`src/rtl/vram_pkg.sv`:
```
// vram_pkg: shared widths, text-screen geometry and the types exchanged
// between the VRAM arbiter, its posted-write FIFO and the CPU bus interface.
package vram_pkg;

    localparam int unsigned VRAM_AW   = 10;   // 1024 character cells
    localparam int unsigned VRAM_DW   = 8;    // one character code per cell
    localparam int unsigned TEXT_COLS = 60;
    localparam int unsigned TEXT_ROWS = 17;   // 60x17 = 1020 cells used

    // One posted CPU write waiting for a free VRAM cycle.
    typedef struct packed {
        logic [VRAM_AW-1:0] adr;
        logic [VRAM_DW-1:0] data;
    } wreq_t;

    // CPU read sequencer.
    typedef enum logic [1:0] {
        R_IDLE  = 2'd0,   // ready for a new CPU access
        R_DRAIN = 2'd1,   // read latched, waiting for FIFO empty and no LCD fetch
        R_DATA  = 2'd2    // read issued last cycle, data on ram_dout now
    } rd_state_t;

    // Which requester issued the read whose data returns next cycle.
    typedef enum logic [1:0] {
        OWN_NONE = 2'd0,
        OWN_LCD  = 2'd1,
        OWN_CPU  = 2'd2
    } owner_t;

endpackage

```
`src/rtl/vram_arbiter_if.sv`:
```
// vram_arbiter_if: CPU-side access bus of the VRAM arbiter.
//
// Handshake: the CPU raises cpu_req with cpu_we/cpu_adr/cpu_wdata stable and
// holds all of them until it samples cpu_ready high on a rising PixelClk edge;
// that edge is the single transfer point (cpu_req & cpu_ready). The arbiter
// may hold cpu_ready low for any number of cycles. Read data comes back later
// as a one-cycle cpu_rvalid pulse; cpu_rdata keeps its value until the next
// pulse. Only one read is ever outstanding.
interface vram_arbiter_if;
    import vram_pkg::*;

    logic               cpu_req;
    logic               cpu_we;
    logic [VRAM_AW-1:0] cpu_adr;
    logic [VRAM_DW-1:0] cpu_wdata;
    logic               cpu_ready;
    logic               cpu_rvalid;
    logic [VRAM_DW-1:0] cpu_rdata;

    // CPU side drives the request, arbiter side answers it.
    modport master (
        output cpu_req, cpu_we, cpu_adr, cpu_wdata,
        input  cpu_ready, cpu_rvalid, cpu_rdata
    );

    modport slave (
        input  cpu_req, cpu_we, cpu_adr, cpu_wdata,
        output cpu_ready, cpu_rvalid, cpu_rdata
    );

endinterface

```
`src/rtl/vram_wfifo.sv`:
```
// vram_wfifo: synchronous FIFO of posted VRAM writes. Pointers carry one
// extra MSB so full and empty are told apart without a separate counter;
// both flags come straight from the registered pointers. DEPTH must be a
// power of two so the pointers wrap by natural overflow.
module vram_wfifo
    import vram_pkg::*;
#(
    parameter int unsigned DEPTH = 4
) (
    input  logic  PixelClk,
    input  logic  nRST,
    input  logic  push_i,
    input  wreq_t push_data_i,
    input  logic  pop_i,
    output logic  full_o,
    output logic  empty_o,
    output wreq_t head_o
);

    localparam int unsigned PW = $clog2(DEPTH);

    logic [PW:0] wr_ptr_q, wr_ptr_d;
    logic [PW:0] rd_ptr_q, rd_ptr_d;
    wreq_t       mem_q [DEPTH];
    logic        push_ok;
    logic        pop_ok;

    // Guard against pushing into a full FIFO or popping an empty one.
    always_comb begin
        push_ok  = push_i && !full_o;
        pop_ok   = pop_i && !empty_o;
        wr_ptr_d = wr_ptr_q + {{PW{1'b0}}, push_ok};
        rd_ptr_d = rd_ptr_q + {{PW{1'b0}}, pop_ok};
    end

    // Pointer registers; reset discards every pending entry.
    always_ff @(posedge PixelClk or negedge nRST) begin
        if (!nRST) begin
            wr_ptr_q <= '0;
            rd_ptr_q <= '0;
        end else begin
            wr_ptr_q <= wr_ptr_d;
            rd_ptr_q <= rd_ptr_d;
        end
    end

    // Storage needs no reset: the pointers say which slots are live.
    always_ff @(posedge PixelClk) begin
        if (push_ok) begin
            mem_q[wr_ptr_q[PW-1:0]] <= push_data_i;
        end
    end

    assign empty_o = (wr_ptr_q == rd_ptr_q);
    assign full_o  = (wr_ptr_q[PW] != rd_ptr_q[PW]) &&
                     (wr_ptr_q[PW-1:0] == rd_ptr_q[PW-1:0]);
    assign head_o  = mem_q[rd_ptr_q[PW-1:0]];

endmodule

```
`src/rtl/vram_arbiter.sv`:
```
// vram_arbiter: shares the single-port text VRAM between the LCD character
// fetcher (hard real-time, always wins its cycle) and the CPU (posted writes
// through a small FIFO, reads issued once that FIFO has drained).
//
// Optional feature macro: VRAM_CLEAR_EN. When defined, a sweep fills every
// VRAM cell with CLEAR_CHAR after reset; clear_busy_o is held high through
// reset and the sweep so the CPU stays locked out until the screen is blank.
module vram_arbiter
    import vram_pkg::*;
#(
    parameter int unsigned   AW          = VRAM_AW,
    parameter int unsigned   DW          = VRAM_DW,
    parameter int unsigned   WFIFO_DEPTH = 4,
    parameter logic [DW-1:0] CLEAR_CHAR  = 8'h20
) (
    input  logic            PixelClk,
    input  logic            nRST,
    // LCD character fetcher
    input  logic            lcd_req_i,
    input  logic [AW-1:0]   lcd_adr_i,
    output logic [DW-1:0]   lcd_dout_o,
    // CPU bus
    vram_arbiter_if.slave   cpu,
    // BSRAM port
    output logic            ram_ce_o,
    output logic            ram_wre_o,
    output logic [AW-1:0]   ram_ad_o,
    output logic [DW-1:0]   ram_din_o,
    input  logic [DW-1:0]   ram_dout_i,
    // Status / debug
    output logic            clear_busy_o,
    output rd_state_t       rd_state_o
);

    // ------------------------------------------------------------------
    // Signals
    // ------------------------------------------------------------------
    wreq_t          fifo_push_data;
    wreq_t          fifo_head;
    logic           fifo_push;
    logic           fifo_pop;
    logic           fifo_full;
    logic           fifo_empty;

    logic           cpu_ready;
    logic           wr_accept;
    logic           rd_accept;
    logic           rd_issue;

    rd_state_t      rd_state_q, rd_state_d;
    logic [AW-1:0]  rd_adr_q, rd_adr_d;
    owner_t         owner_q, owner_d;
    logic [DW-1:0]  cpu_rdata_q, cpu_rdata_d;

    logic           ram_ce_d;
    logic           ram_wre_d;
    logic [AW-1:0]  ram_ad_q, ram_ad_d;
    logic [DW-1:0]  ram_din_d;

    logic           clr_busy;
    logic [AW-1:0]  clr_adr;

    // ------------------------------------------------------------------
    // Optional post-reset clear sweep
    // ------------------------------------------------------------------
`ifdef VRAM_CLEAR_EN
    logic           clr_busy_q, clr_busy_d;
    logic [AW-1:0]  clr_cnt_q, clr_cnt_d;
    logic           clr_wr;

    // The sweep writes whenever the LCD does not own the cycle; it ends
    // after the write to the last address.
    always_comb begin
        clr_wr     = clr_busy_q && !lcd_req_i;
        clr_cnt_d  = clr_cnt_q + {{(AW-1){1'b0}}, clr_wr};
        clr_busy_d = clr_busy_q && !(clr_wr && (&clr_cnt_q));
    end

    // Sweep state restarts from address 0 on every reset.
    always_ff @(posedge PixelClk or negedge nRST) begin
        if (!nRST) begin
            clr_busy_q <= 1'b1;
            clr_cnt_q  <= '0;
        end else begin
            clr_busy_q <= clr_busy_d;
            clr_cnt_q  <= clr_cnt_d;
        end
    end

    assign clr_busy = clr_busy_q;
    assign clr_adr  = clr_cnt_q;
`else
    assign clr_busy = 1'b0;
    assign clr_adr  = '0;
`endif

    // ------------------------------------------------------------------
    // Posted-write FIFO
    // ------------------------------------------------------------------
    // Ready comes only from registered state, so a write offered while the
    // FIFO is full is refused even if an entry leaves in that same cycle.
    always_comb begin
        cpu_ready      = !fifo_full && (rd_state_q == R_IDLE) && !clr_busy;
        wr_accept      = cpu.cpu_req && cpu.cpu_we && cpu_ready;
        rd_accept      = cpu.cpu_req && !cpu.cpu_we && cpu_ready;
        fifo_push      = wr_accept;
        fifo_push_data = '{adr: cpu.cpu_adr, data: cpu.cpu_wdata};
    end

    vram_wfifo #(
        .DEPTH       (WFIFO_DEPTH)
    ) u_wfifo (
        .PixelClk    (PixelClk),
        .nRST        (nRST),
        .push_i      (fifo_push),
        .push_data_i (fifo_push_data),
        .pop_i       (fifo_pop),
        .full_o      (fifo_full),
        .empty_o     (fifo_empty),
        .head_o      (fifo_head)
    );

    // ------------------------------------------------------------------
    // Per-cycle VRAM port grant: LCD, clear sweep, CPU read, FIFO write
    // ------------------------------------------------------------------
    always_comb begin
        ram_ce_d  = 1'b0;
        ram_wre_d = 1'b0;
        ram_ad_d  = ram_ad_q;         // address parks on its last value
        ram_din_d = fifo_head.data;
        owner_d   = OWN_NONE;
        fifo_pop  = 1'b0;
        rd_issue  = 1'b0;
        if (lcd_req_i) begin
            ram_ce_d = 1'b1;
            ram_ad_d = lcd_adr_i;
            owner_d  = OWN_LCD;
        end else if (clr_busy) begin
            ram_ce_d  = 1'b1;
            ram_wre_d = 1'b1;
            ram_ad_d  = clr_adr;
            ram_din_d = CLEAR_CHAR;
        end else if ((rd_state_q == R_DRAIN) && fifo_empty) begin
            // Every earlier write has committed, so the read sees it.
            ram_ce_d = 1'b1;
            ram_ad_d = rd_adr_q;
            owner_d  = OWN_CPU;
            rd_issue = 1'b1;
        end else if (!fifo_empty) begin
            ram_ce_d  = 1'b1;
            ram_wre_d = 1'b1;
            ram_ad_d  = fifo_head.adr;
            ram_din_d = fifo_head.data;
            fifo_pop  = 1'b1;
        end
    end

    // ------------------------------------------------------------------
    // CPU read sequencer
    // ------------------------------------------------------------------
    // Next-state for the read FSM; the address is latched on acceptance so
    // the CPU may change its bus afterwards.
    always_comb begin
        rd_state_d = rd_state_q;
        rd_adr_d   = rd_adr_q;
        unique case (rd_state_q)
            R_IDLE: begin
                if (rd_accept) begin
                    rd_state_d = R_DRAIN;
                    rd_adr_d   = cpu.cpu_adr;
                end
            end
            R_DRAIN: begin
                if (rd_issue) begin
                    rd_state_d = R_DATA;
                end
            end
            R_DATA: begin
                rd_state_d = R_IDLE;
            end
            default: begin
                rd_state_d = R_IDLE;
            end
        endcase
    end

    // Returning read data is taken only when the CPU issued that read, so an
    // LCD fetch never disturbs the CPU's data.
    always_comb begin
        cpu_rdata_d = (owner_q == OWN_CPU) ? ram_dout_i : cpu_rdata_q;
    end

    // State, ownership tag, held read data and parked BSRAM address.
    always_ff @(posedge PixelClk or negedge nRST) begin
        if (!nRST) begin
            rd_state_q  <= R_IDLE;
            rd_adr_q    <= '0;
            owner_q     <= OWN_NONE;
            cpu_rdata_q <= '0;
            ram_ad_q    <= '0;
        end else begin
            rd_state_q  <= rd_state_d;
            rd_adr_q    <= rd_adr_d;
            owner_q     <= owner_d;
            cpu_rdata_q <= cpu_rdata_d;
            ram_ad_q    <= ram_ad_d;
        end
    end

    // ------------------------------------------------------------------
    // Outputs
    // ------------------------------------------------------------------
    // The LCD sees the BSRAM exactly as if it were wired to it directly.
    assign lcd_dout_o     = ram_dout_i;

    assign ram_ce_o       = ram_ce_d;
    assign ram_wre_o      = ram_wre_d;
    assign ram_ad_o       = ram_ad_d;
    assign ram_din_o      = ram_din_d;

    assign cpu.cpu_ready  = cpu_ready;
    assign cpu.cpu_rvalid = (rd_state_q == R_DATA);
    assign cpu.cpu_rdata  = cpu_rdata_d;

    assign clear_busy_o   = clr_busy;
    assign rd_state_o     = rd_state_q;

endmodule

```
`src/flat_wrapper.sv`:
```
// flat-port wrapper written by rule: the top's interface ports become plain ports
module vram_arbiter_flat import vram_pkg::*;
#(
    parameter int unsigned   AW          = VRAM_AW,
    parameter int unsigned   DW          = VRAM_DW,
    parameter int unsigned   WFIFO_DEPTH = 4,
    parameter logic [DW-1:0] CLEAR_CHAR  = 8'h20
)
  (PixelClk, nRST, lcd_req_i, lcd_adr_i, lcd_dout_o, ram_ce_o, ram_wre_o, ram_ad_o, ram_din_o, ram_dout_i, clear_busy_o, rd_state_o, cpu_cpu_req, cpu_cpu_we, cpu_cpu_adr, cpu_cpu_wdata, cpu_cpu_ready, cpu_cpu_rvalid, cpu_cpu_rdata);
  vram_arbiter_if cpu_i ();
  input  logic PixelClk;
  input  logic nRST;
  input  logic lcd_req_i;
  input  logic [AW-1:0] lcd_adr_i;
  output logic [DW-1:0] lcd_dout_o;
  output logic ram_ce_o;
  output logic ram_wre_o;
  output logic [AW-1:0] ram_ad_o;
  output logic [DW-1:0] ram_din_o;
  input  logic [DW-1:0] ram_dout_i;
  output logic clear_busy_o;
  output rd_state_t rd_state_o;
  input wire logic [$bits(cpu_i.cpu_req)-1:0] cpu_cpu_req;
  input wire logic [$bits(cpu_i.cpu_we)-1:0] cpu_cpu_we;
  input wire logic [$bits(cpu_i.cpu_adr)-1:0] cpu_cpu_adr;
  input wire logic [$bits(cpu_i.cpu_wdata)-1:0] cpu_cpu_wdata;
  output wire logic [$bits(cpu_i.cpu_ready)-1:0] cpu_cpu_ready;
  output wire logic [$bits(cpu_i.cpu_rvalid)-1:0] cpu_cpu_rvalid;
  output wire logic [$bits(cpu_i.cpu_rdata)-1:0] cpu_cpu_rdata;
  assign cpu_i.cpu_req = cpu_cpu_req;
  assign cpu_i.cpu_we = cpu_cpu_we;
  assign cpu_i.cpu_adr = cpu_cpu_adr;
  assign cpu_i.cpu_wdata = cpu_cpu_wdata;
  assign cpu_cpu_ready = cpu_i.cpu_ready;
  assign cpu_cpu_rvalid = cpu_i.cpu_rvalid;
  assign cpu_cpu_rdata = cpu_i.cpu_rdata;
  vram_arbiter #(.AW(AW), .DW(DW), .WFIFO_DEPTH(WFIFO_DEPTH), .CLEAR_CHAR(CLEAR_CHAR)) u_core (.PixelClk(PixelClk), .nRST(nRST), .lcd_req_i(lcd_req_i), .lcd_adr_i(lcd_adr_i), .lcd_dout_o(lcd_dout_o), .cpu(cpu_i), .ram_ce_o(ram_ce_o), .ram_wre_o(ram_wre_o), .ram_ad_o(ram_ad_o), .ram_din_o(ram_din_o), .ram_dout_i(ram_dout_i), .clear_busy_o(clear_busy_o), .rd_state_o(rd_state_o));
endmodule
```
`config.mk`:
```
export PLATFORM = sky130hd
export DESIGN_NAME = vram_arbiter_flat
export DESIGN_NICKNAME = d
export VERILOG_FILES = /design/src/rtl/vram_pkg.sv /design/src/rtl/vram_arbiter_if.sv /design/src/rtl/vram_wfifo.sv /design/src/rtl/vram_arbiter.sv /design/src/flat_wrapper.sv
export SDC_FILE = /design/constraint.sdc
export NUM_CORES = 1
export LEC_CHECK = 0
export BUFFER_PORTS_ARGS = -buffer_cell sky130_fd_sc_hd__buf_4
export CAP_MARGIN = 20
export CELL_PAD_IN_SITES_DETAIL_PLACEMENT = 0
export CELL_PAD_IN_SITES_GLOBAL_PLACEMENT = 1
export CORE_MARGIN = 5
export CORE_UTILIZATION = 40
export CTS_CLUSTER_SIZE = 10
export DETAILED_ROUTE_END_ITERATION = 16
export GPL_ROUTABILITY_DRIVEN = 0
export PLACE_DENSITY_LB_ADDON = 0.1
export SYNTH_ARGS = -nofsm -noshare
export SYNTH_HDL_FRONTEND = slang
export SYNTH_SLANG_ARGS = --single-unit
export TNS_END_PERCENT = 50
```
`constraint.sdc`:
```
create_clock -name PixelClk -period 6.8 [get_ports PixelClk]
set_clock_uncertainty 0.2 [all_clocks]
set_input_delay 1.36 -clock PixelClk [delete_from_list [all_inputs] [get_ports PixelClk]]
set_output_delay 1.36 -clock PixelClk [all_outputs]
set_load 0.02 [all_outputs]
```
==> out/qor.yml, run 1 <==
fillers: 972
clkSlewWorstSetupHoldPaths_ns: 0.07
htreeDepth: 3
synth_cell_types: 34
synth_most_common_cell: "edfxtp_1"
slew_headroom: 0.295
synth_edf_count: 72
hold_class: "reg2reg"
synth_nets: 296
core_area_mm2: 0.0109
syn-instance-count: 251
cp-end-kind: "primary output"
multi_input_area_mm2: 0.00124
die-area_mm2: 0.0134
grt_max_degree: 39
die_width_um: 116
synthAdderAreaFrac: 0.0112
syn_area_mm2: 0.00448
synth-seq-cells: 110
worst_ep_required_time_ns: 5.24
yosysSeqAreaShare: 0.694
rows: 38
wl_um: 8750
synth_area_leaders: "edfxtp_1 (48%), dfrtp_1 (21%), mux4_2 (7.0%)"
area_growth_pct: 22.5
ant_nets: 0
yosysTopAreaCell: "edfxtp_1"
syn_area_per_cell_um2: 17.9
dr.pass1.iters: 5
wl_per_cell_um: 18.6
synth_top_family_by_area: "multiplexers"
io_buffers: 80
clockBufferDepth: 2
grt_use_total: 0.139
tightest_slew_ns: 1.06
final_max_slew_viol_count: 0
power_density_mw_per_mm2: 423
ioPinCount: 82
r2r_end: "u_core.u_wfifo.mem_q[1][11]$_DFFE_PP_"
synthSimpleGateAreaFrac: 0.0483
cts_buffers: 9
power_w: 0.00232
worstSetupPathType: "reg2out"
synth_commonest_cells: "edfxtp_1 (72), dfrtp_1 (38), nand2_1 (23)"
setup_violations: 0
fin_nets: 371
finalSetupTns_ns: 0
synth-async-reset-ratio: 0.345
cts-hold-fix-buffers: 0
rsz0062_at_grt: "false"
cts_setup_buffers: 0
tritoncts: "done"
finalHoldViolCount: 0
grt_pass1_wl_um: 13700
register_area_mm2: 0.00311
vias: 2337
grt_pass1_vias: 2391
ys.flop_type: "edfxtp_1"
r2r_start: "u_core.u_wfifo.rd_ptr_q[1]$_DFF_PN0_"
start_util: 0.410
diodes: 0
startpoint: "u_core.u_wfifo.rd_ptr_q[1]$_DFF_PN0_"
reg2regPathDepth: 3
cts-root-buf: "clkbuf_16"
clock_latency_ns: 0.33
first_iter_violations: 95
dp_hpwl_um: 5770
cp_max_fo: 20
clock.fmax_mhz: 226
synth_top_cell_area_share: 0.482
grt_antenna_before_repair: 0
drc: 0
reg2reg_slack_ns: 3.45
cts_resized: 0
critPathLaunchType: "flip-flop"
cts_num_sinks: 110
cellLeakagePower_nw: 2.18
drive_gt1_frac: 0.417
ys_warn_count: 0
grt-ovfl-total: 0
viasPerCell: 4.96
synth.mux.area_fraction: 0.169
vdd_drop_max_v: 0.000189
fin_crit_ns: 4.42
maxCapViolations: 0
synth-xor-area-share: 0.0114
die_h_um: 116
min_period_over_period: 0.650
cp.arrival_ns: 2.86
status: "completed"
cp-endpoint: "ram_ad_o[2]"
synth-compound-area-share: 0.0343
[critical path: stages (launching register included)]
cell,delay (ns)
dfrtp_1,1.00
xnor2_1,0.24
nand3b_1,0.35
buf_4,0.33
o31a_1,0.28
o21ai_0,0.12
buf_4,0.20
[routing by layer]
metal,global-route usage,share of wire,up-vias
met3,0.0371,0.058,5
met5,0,0,-
met2,0.209,0.47,58
li1,-,-,1095
met1,0.199,0.46,1179
met4,0.0441,0.010,0
[registers in the layout (all words and copies together) (netlist names)]
signal,cells
u_core.u_wfifo.mem_q,72
u_core.ram_ad_q,10
u_core.rd_adr_q,10
u_core.cpu_rdata_q,8
u_core.u_wfifo.rd_ptr_q,3
u_core.u_wfifo.wr_ptr_q,3
u_core.owner_q,2
u_core.rd_state_o,2
[cell type report]
class,instances,share of cell area
tap,140,0.0319
sequential,110,0.567
timing repair buffer,86,0.123
multi-input combinational,119,0.226
clock inverter,6,0.0114
clock buffer,10,0.0417
[cells in the final DEF, fill, tap and decap left out, types with 2 or more instances in the layout]
| cell type | n |
|---|---|
| buf_4 | 84 |
| clkbuf_16 | 9 |
| clkinvlp_4 | 2 |
| dfrtp_1 | 38 |
| edfxtp_1 | 72 |
| ha_1 | 4 |
| mux2_2 | 9 |
| mux2_4 | 9 |
| mux2i_1 | 10 |
| mux4_1 | 4 |
| mux4_2 | 14 |
| nand2_1 | 23 |
| nor2_1 | 2 |
| nor2b_1 | 5 |
| nor3_1 | 2 |
| o21ai_0 | 10 |
| o31a_1 | 10 |
| xor2_1 | 3 |
[power breakdown]
part	switching (W)	internal (W)
sequential	0.0000911	0.000858
combinational	0.000441	0.000424
clock	0.000223	0.000284
total	0.000755	0.00157
[how the worst min path moves through the flow]
stage | from | endpoint | slack, ns | depth (start not counted)
3_3_place_gp | u_core.u_wfifo.wr_ptr_q[2]$_DFF_PN0_ | u_core.u_wfifo.wr_ptr_q[2]$_DFF_PN0_ | 0.28 | 1
3_5_place_dp | u_core.u_wfifo.wr_ptr_q[2]$_DFF_PN0_ | u_core.u_wfifo.wr_ptr_q[2]$_DFF_PN0_ | 0.28 | 1
2_1_floorplan | u_core.u_wfifo.wr_ptr_q[2]$_DFF_PN0_ | u_core.u_wfifo.wr_ptr_q[2]$_DFF_PN0_ | 0.26 | 1
4_1_cts | u_core.u_wfifo.wr_ptr_q[2]$_DFF_PN0_ | u_core.u_wfifo.wr_ptr_q[2]$_DFF_PN0_ | 0.29 | 1
5_1_grt | u_core.u_wfifo.wr_ptr_q[2]$_DFF_PN0_ | u_core.u_wfifo.wr_ptr_q[2]$_DFF_PN0_ | 0.30 | 1
6_report | u_core.u_wfifo.wr_ptr_q[2]$_DFF_PN0_ | u_core.u_wfifo.wr_ptr_q[2]$_DFF_PN0_ | 0.29 | 1
[logic make-up after synthesis]
group	after synthesis
adder cells (fa/ha/maj)	4
other	1
AND/OR/NAND/NOR	41
flip-flops	110
XOR/XNOR	5
AO/OA/AOI/OAI	22
buffers and inverters	22
multiplexers	46
[stage by stage]
| step | util | hold WS (ns) | cells | cell area, um2 | setup WS (ns) |
|---|---|---|---|---|---|
| final | 0.502 | 0.285 | 471 | 5490 | 2.38 |
| after global routing | 0.502 | 0.304 | 471 | 5490 | 2.10 |
| after CTS | 0.500 | 0.290 | 470 | 5470 | 2.30 |
| after detailed placement | 0.473 | 0.277 | 454 | 5170 | 2.67 |
| after global placement | 0.472 | 0.275 | 453 | 5160 | 2.75 |
| after floorplan | - | 0.260 | 251 | 4480 | 2.96 |
Power figures use the tool's default switching activity.
==> inputs of run 2 (changes only) <==
==> constraint.sdc (replaced) <==
create_clock -name PixelClk -period 3.9 [get_ports PixelClk]
set_clock_uncertainty 0.2 [all_clocks]
set_input_delay 0.78 -clock PixelClk [delete_from_list [all_inputs] [get_ports PixelClk]]
set_output_delay 0.78 -clock PixelClk [all_outputs]
set_load 0.02 [all_outputs]
==> out/qor.yml, run 2 (synthesized netlist as in run 1, its figures left out) <==
finalSetupTns_ns: 0
dp_hpwl_um: 5870
grt_antenna_before_repair: 0
wl_per_cell_um: 18.6
finalHoldViolCount: 0
fin_cells: 475
cp.arrival_ns: 2.32
reg2reg_slack_ns: 1.14
final_common_cell: "buf_4"
io_buffers: 80
dr_wl_met3_um: 482
comb_power_share: 0.390
cts_resized: 0
status: "completed"
final_cell_mix: "buf_4 (89), edfxtp_1 (72), dfrtp_1 (38)"
cp-endpoint: "ram_ad_o[3]"
rows: 38
hold_class: "in2async"
clock.fmax_mhz: 303
power_density_mw_per_mm2: 738
top_layer: "met4"
rsz0062_at_grt: "false"
cts_buffers: 9
placedCellCount: 459
critPathLaunchType: "flip-flop"
largest_register_ffs: 72
core_area_mm2: 0.0109
fin_nets: 375
cellLeakagePower_nw: 2.20
setup_violations: 0
grt-ovfl-total: 0
cts-root-buf: "clkbuf_16"
intPower_w: 0.00270
startpoint: "u_core.u_wfifo.wr_ptr_q[1]$_DFF_PN0_"
slew_headroom: 0.533
met1Wirelength_um: 4160
die_h_um: 116
power_w: 0.00405
grt_max_degree: 39
htreeDepth: 3
drc: 0
register_area_mm2: 0.00311
grt_use_total: 0.139
viasPerCell: 4.97
grt_pass1_wl_um: 13800
cp_max_fo: 15
clkSlewWorstSetupHoldPaths_ns: 0.08
die_width_um: 116
pwr-share-seq: 0.397
worstSetupPathType: "reg2out"
dr.pass1.iters: 4
min_period_over_period: 0.847
clock_latency_ns: 0.34
cp-end-kind: "primary output"
r2r_end: "u_core.u_wfifo.mem_q[2][9]$_DFFE_PP_"
area_growth_pct: 22.6
diodes: 0
ant_nets: 0
netSwitchingFraction: 0.335
start_util: 0.410
cts_num_sinks: 110
die-area_mm2: 0.0134
tightest_slew_ns: 0.699
switching_power_w: 0.00136
ioPinCount: 82
grt_pass1_vias: 2473
worst_ep_required_time_ns: 2.92
reg2regPathDepth: 5
vdd_drop_max_v: 0.000250
fillers: 933
clockBufferDepth: 2
cts-hold-fix-buffers: 0
first_iter_violations: 108
cts_setup_buffers: 0
route.met2.wl_um: 4130
tritoncts: "done"
fin_crit_ns: 3.30
wl_um: 8830
final_max_slew_viol_count: 0
drive_gt1_frac: 0.427
power.share.clock: 0.213
vias: 2359
multi_input_area_mm2: 0.00124
maxCapViolations: 0
r2r_start: "u_core.rd_state_o[1]$_DFFE_PN0P_"
[run 2: worst min-delay path by stage]
stage                                    startpoint                                   end  slack [ns]  cells after the start
5_1_grt                                        nRST          u_core.ram_ad_q[9]$_DFF_PN0_        0.25                      1
3_3_place_gp   u_core.u_wfifo.wr_ptr_q[2]$_DFF_PN0_  u_core.u_wfifo.wr_ptr_q[2]$_DFF_PN0_        0.28                      1
4_1_cts                                        nRST       u_core.cpu_rdata_q[1]$_DFF_PN0_        0.23                      1
6_report                                       nRST          u_core.ram_ad_q[9]$_DFF_PN0_        0.21                      1
2_1_floorplan  u_core.u_wfifo.wr_ptr_q[2]$_DFF_PN0_  u_core.u_wfifo.wr_ptr_q[2]$_DFF_PN0_        0.26                      1
3_5_place_dp   u_core.u_wfifo.wr_ptr_q[2]$_DFF_PN0_  u_core.u_wfifo.wr_ptr_q[2]$_DFF_PN0_        0.28                      1
[run 2: worst max-delay path, stage by stage (launching register included)]
cell and delay, ns:
dfrtp_1 0.45, xnor2_1 0.26, nand3b_1 0.39, buf_12 0.30, o31a_1 0.26, o21ai_0 0.11
buf_4 0.20
[run 2: layout make-up]
type | instances | share of cell area
Clock inverter | 7 | 0.0100
Sequential cell | 110 | 0.566
Tap cell | 140 | 0.0319
Timing Repair Buffer | 90 | 0.125
Multi-Input combinational cell | 119 | 0.226
Clock buffer | 9 | 0.0410
[run 2: per-stage QoR]
| stage | setup slack (ns) | util | area, um2 | hold WS, ns |
|---|---|---|---|---|
| after detailed placement | 0.985 | 0.477 | 5220 | 0.281 |
| final | 0.599 | 0.503 | 5500 | 0.210 |
| after global placement | 1.02 | 0.477 | 5220 | 0.277 |
| after CTS | 0.581 | 0.503 | 5500 | 0.225 |
| after floorplan | 0.595 | - | 4480 | 0.260 |
| after global routing | 0.414 | 0.503 | 5500 | 0.249 |
[run 2: routing by layer]
layer / global-route usage / up-vias
li1: - / 1110
met4: 0.0371 / 0
met3: 0.0397 / 6
met2: 0.220 / 60
met1: 0.190 / 1183
met5: 0 / -
[run 2: power by group through the flow]
stage	registers, W	logic [W]	clock network, W
after global placement	0.00163	0.00160	0
after global routing	0.00164	0.00172	0.000945
final	0.00161	0.00158	0.000866
after floorplan	0.00161	0.00107	0
after CTS	0.00161	0.00162	0.000884
after detailed placement	0.00163	0.00161	0
==> inputs of run 3 (changes only) <==
==> constraint.sdc (replaced) <==
create_clock -name PixelClk -period 2.8 [get_ports PixelClk]
set_clock_uncertainty 0.2 [all_clocks]
set_input_delay 0.56 -clock PixelClk [delete_from_list [all_inputs] [get_ports PixelClk]]
set_output_delay 0.56 -clock PixelClk [all_outputs]
set_load 0.02 [all_outputs]
==> out/qor.yml, run 3 (synthesized netlist as in run 1, its figures left out) <==
finalSetupTns_ns: 0
viasPerCell: 5.04
dp_hpwl_um: 6010
slowest_stage: "dfrtp_2"
grt_antenna_before_repair: 0
start_util: 0.410
area_growth_pct: 25.0
top_usage_layer: "met2"
final_cell_mix: "buf_4 (103), edfxtp_1 (72), dfrtp_1 (35)"
ioPinCount: 82
clock.fmax_mhz: 368
final_common_cell: "buf_4"
grt_pass1_vias: 2539
clkSlewWorstSetupHoldPaths_ns: 0.07
worst_ep_required_time_ns: 2.04
dr.pass1.iters: 4
clockBufferDepth: 2
core_area_mm2: 0.0109
r2r_end: "u_core.u_wfifo.mem_q[0][5]$_DFFE_PP_"
io_buffers: 80
htreeDepth: 3
grt_max_degree: 39
first_iter_violations: 76
finalHoldViolCount: 8
worstSetupPathType: "reg2out"
diodes: 0
die_h_um: 116
vias: 2472
reg2reg_slack_ns: 0.52
reg2regPathDepth: 5
fin_crit_ns: 2.72
rsz0062_at_grt: "false"
cp-end-kind: "primary output"
cts-hold-fix-buffers: 0
hold_class: "in2async"
tightest_slew_ns: 0.517
clock_latency_ns: 0.34
met2_usage: 0.216
grt_pass1_wl_um: 13800
cp_slowest_stage_delay_ns: 0.47
power_density_mw_per_mm2: 1030
fin_nets: 390
wl_per_cell_um: 18.1
cts-root-buf: "clkbuf_16"
status: "complete, but fails checks"
setup_violations: 0
tritoncts: "done"
cts_buffers: 9
drc: 0
die-area_mm2: 0.0134
maxCapViolations: 0
grt_use_met3: 0.0292
die_width_um: 116
worstPathCellList: "xnor2_2 -> nand3b_1 -> buf_4 -> o31a_1 -> o21ai_1 -> buf_4"
vdd_drop_max_v: 0.000401
rows: 38
slew_headroom: 0.656
final_max_slew_viol_count: 0
cts_num_sinks: 110
grt-ovfl-total: 0
grt_use_total: 0.140
use_met1: 0.191
power_w: 0.00577
cellLeakagePower_nw: 2.27
worst_hold_slack_ns: -0.00800
fillers: 959
cp.arrival_ns: 1.96
ant_nets: 0
cp_max_fo: 6
min_period_over_period: 0.970
cp_common_cell: "buf_4"
largest_register_ffs: 72
drive_gt1_frac: 0.451
startpoint: "u_core.u_wfifo.wr_ptr_q[1]$_DFF_PN0_"
r2r_start: "u_core.rd_state_o[1]$_DFFE_PN0P_"
wl_um: 8890
violations: "negative hold slack"
critPathLaunchType: "flip-flop"
run 3: cell types whose count changed in the layout (fill, tap and decap cells not counted), sizes merged:
cell | before | now
buf | 90 | 105
inv | 3 | 1
clkbuf | 9 | 10
clkinv | 4 | 5
run 3: area by class of cell:
type	count	area, um2	share of cell area
Timing Repair Buffer	105	800	0.143
Clock inverter	6	27.5	0.00491
Sequential cell	110	3120	0.556
Clock buffer	10	229	0.0408
Tap cell	140	175	0.0312
Multi-Input combinational cell	119	1260	0.224
run 3: how the worst max path moves through the flow:
stage | to | slack [ns] | cells after the start
global placement | ram_ad_o[4] | 0.32 | 5
CTS | ram_ad_o[2] | 0.004 | 6
floorplan | u_core.u_wfifo.mem_q[2][0]$_DFFE_PP_ | 0.10 | 4
finish | ram_ad_o[5] | 0.08 | 6
global route | ram_ad_o[4] | 0.004 | 5
detailed placement | ram_ad_o[5] | 0.35 | 5
run 3: routing by layer:
metal | vias up | wire length [um] | share of wire
li1 | 1135 | - | -
met1 | 1255 | 4100 | 0.46
met2 | 69 | 4110 | 0.46
met3 | 13 | 470 | 0.053
met4 | 0 | 207 | 0.023
met5 | - | 0 | 0
run 3: per-stage QoR:
| stage | utilization | worst slack [ns] | cell area [um2] | std cells | hold slack (ns) |
|---|---|---|---|---|---|
| finish | 0.513 | 0.0849 | 5610 | 490 | -0.00800 |
| CTS | 0.508 | 0.00360 | 5550 | 485 | 0.00806 |
| global route | 0.513 | 0.00370 | 5610 | 490 | 0.0321 |
| floorplan | - | 0.101 | 4490 | 251 | 0.0644 |
| global placement | 0.483 | 0.320 | 5290 | 469 | 0.277 |
| detailed placement | 0.483 | 0.346 | 5290 | 469 | 0.285 |
run 3: what timing repair did:
item | in CTS | in global routing
resized for setup | 2 | 11
pin swaps | 0 | 2
setup endpoints to repair | 9 | 10
hold endpoints to repair | 0 | 0
buffers inserted | 0 | 5
run 3: where the power goes:
group | switching [W] | internal, W
Sequential | 0.000168 | 0.00209
Combinational | 0.00119 | 0.00119
Clock | 0.000535 | 0.000592
run 3: critical path: cells and delay by family (launching register included):
| kind | cells | cell delay [ns] |
|---|---|---|
| AOI/OAI and AO/OA | 2 | 0.42 |
| xor gates and xnor gates | 1 | 0.21 |
| buffers and inverters | 2 | 0.38 |
| DFF | 1 | 0.47 |
| and+or+nand+nor | 1 | 0.15 |
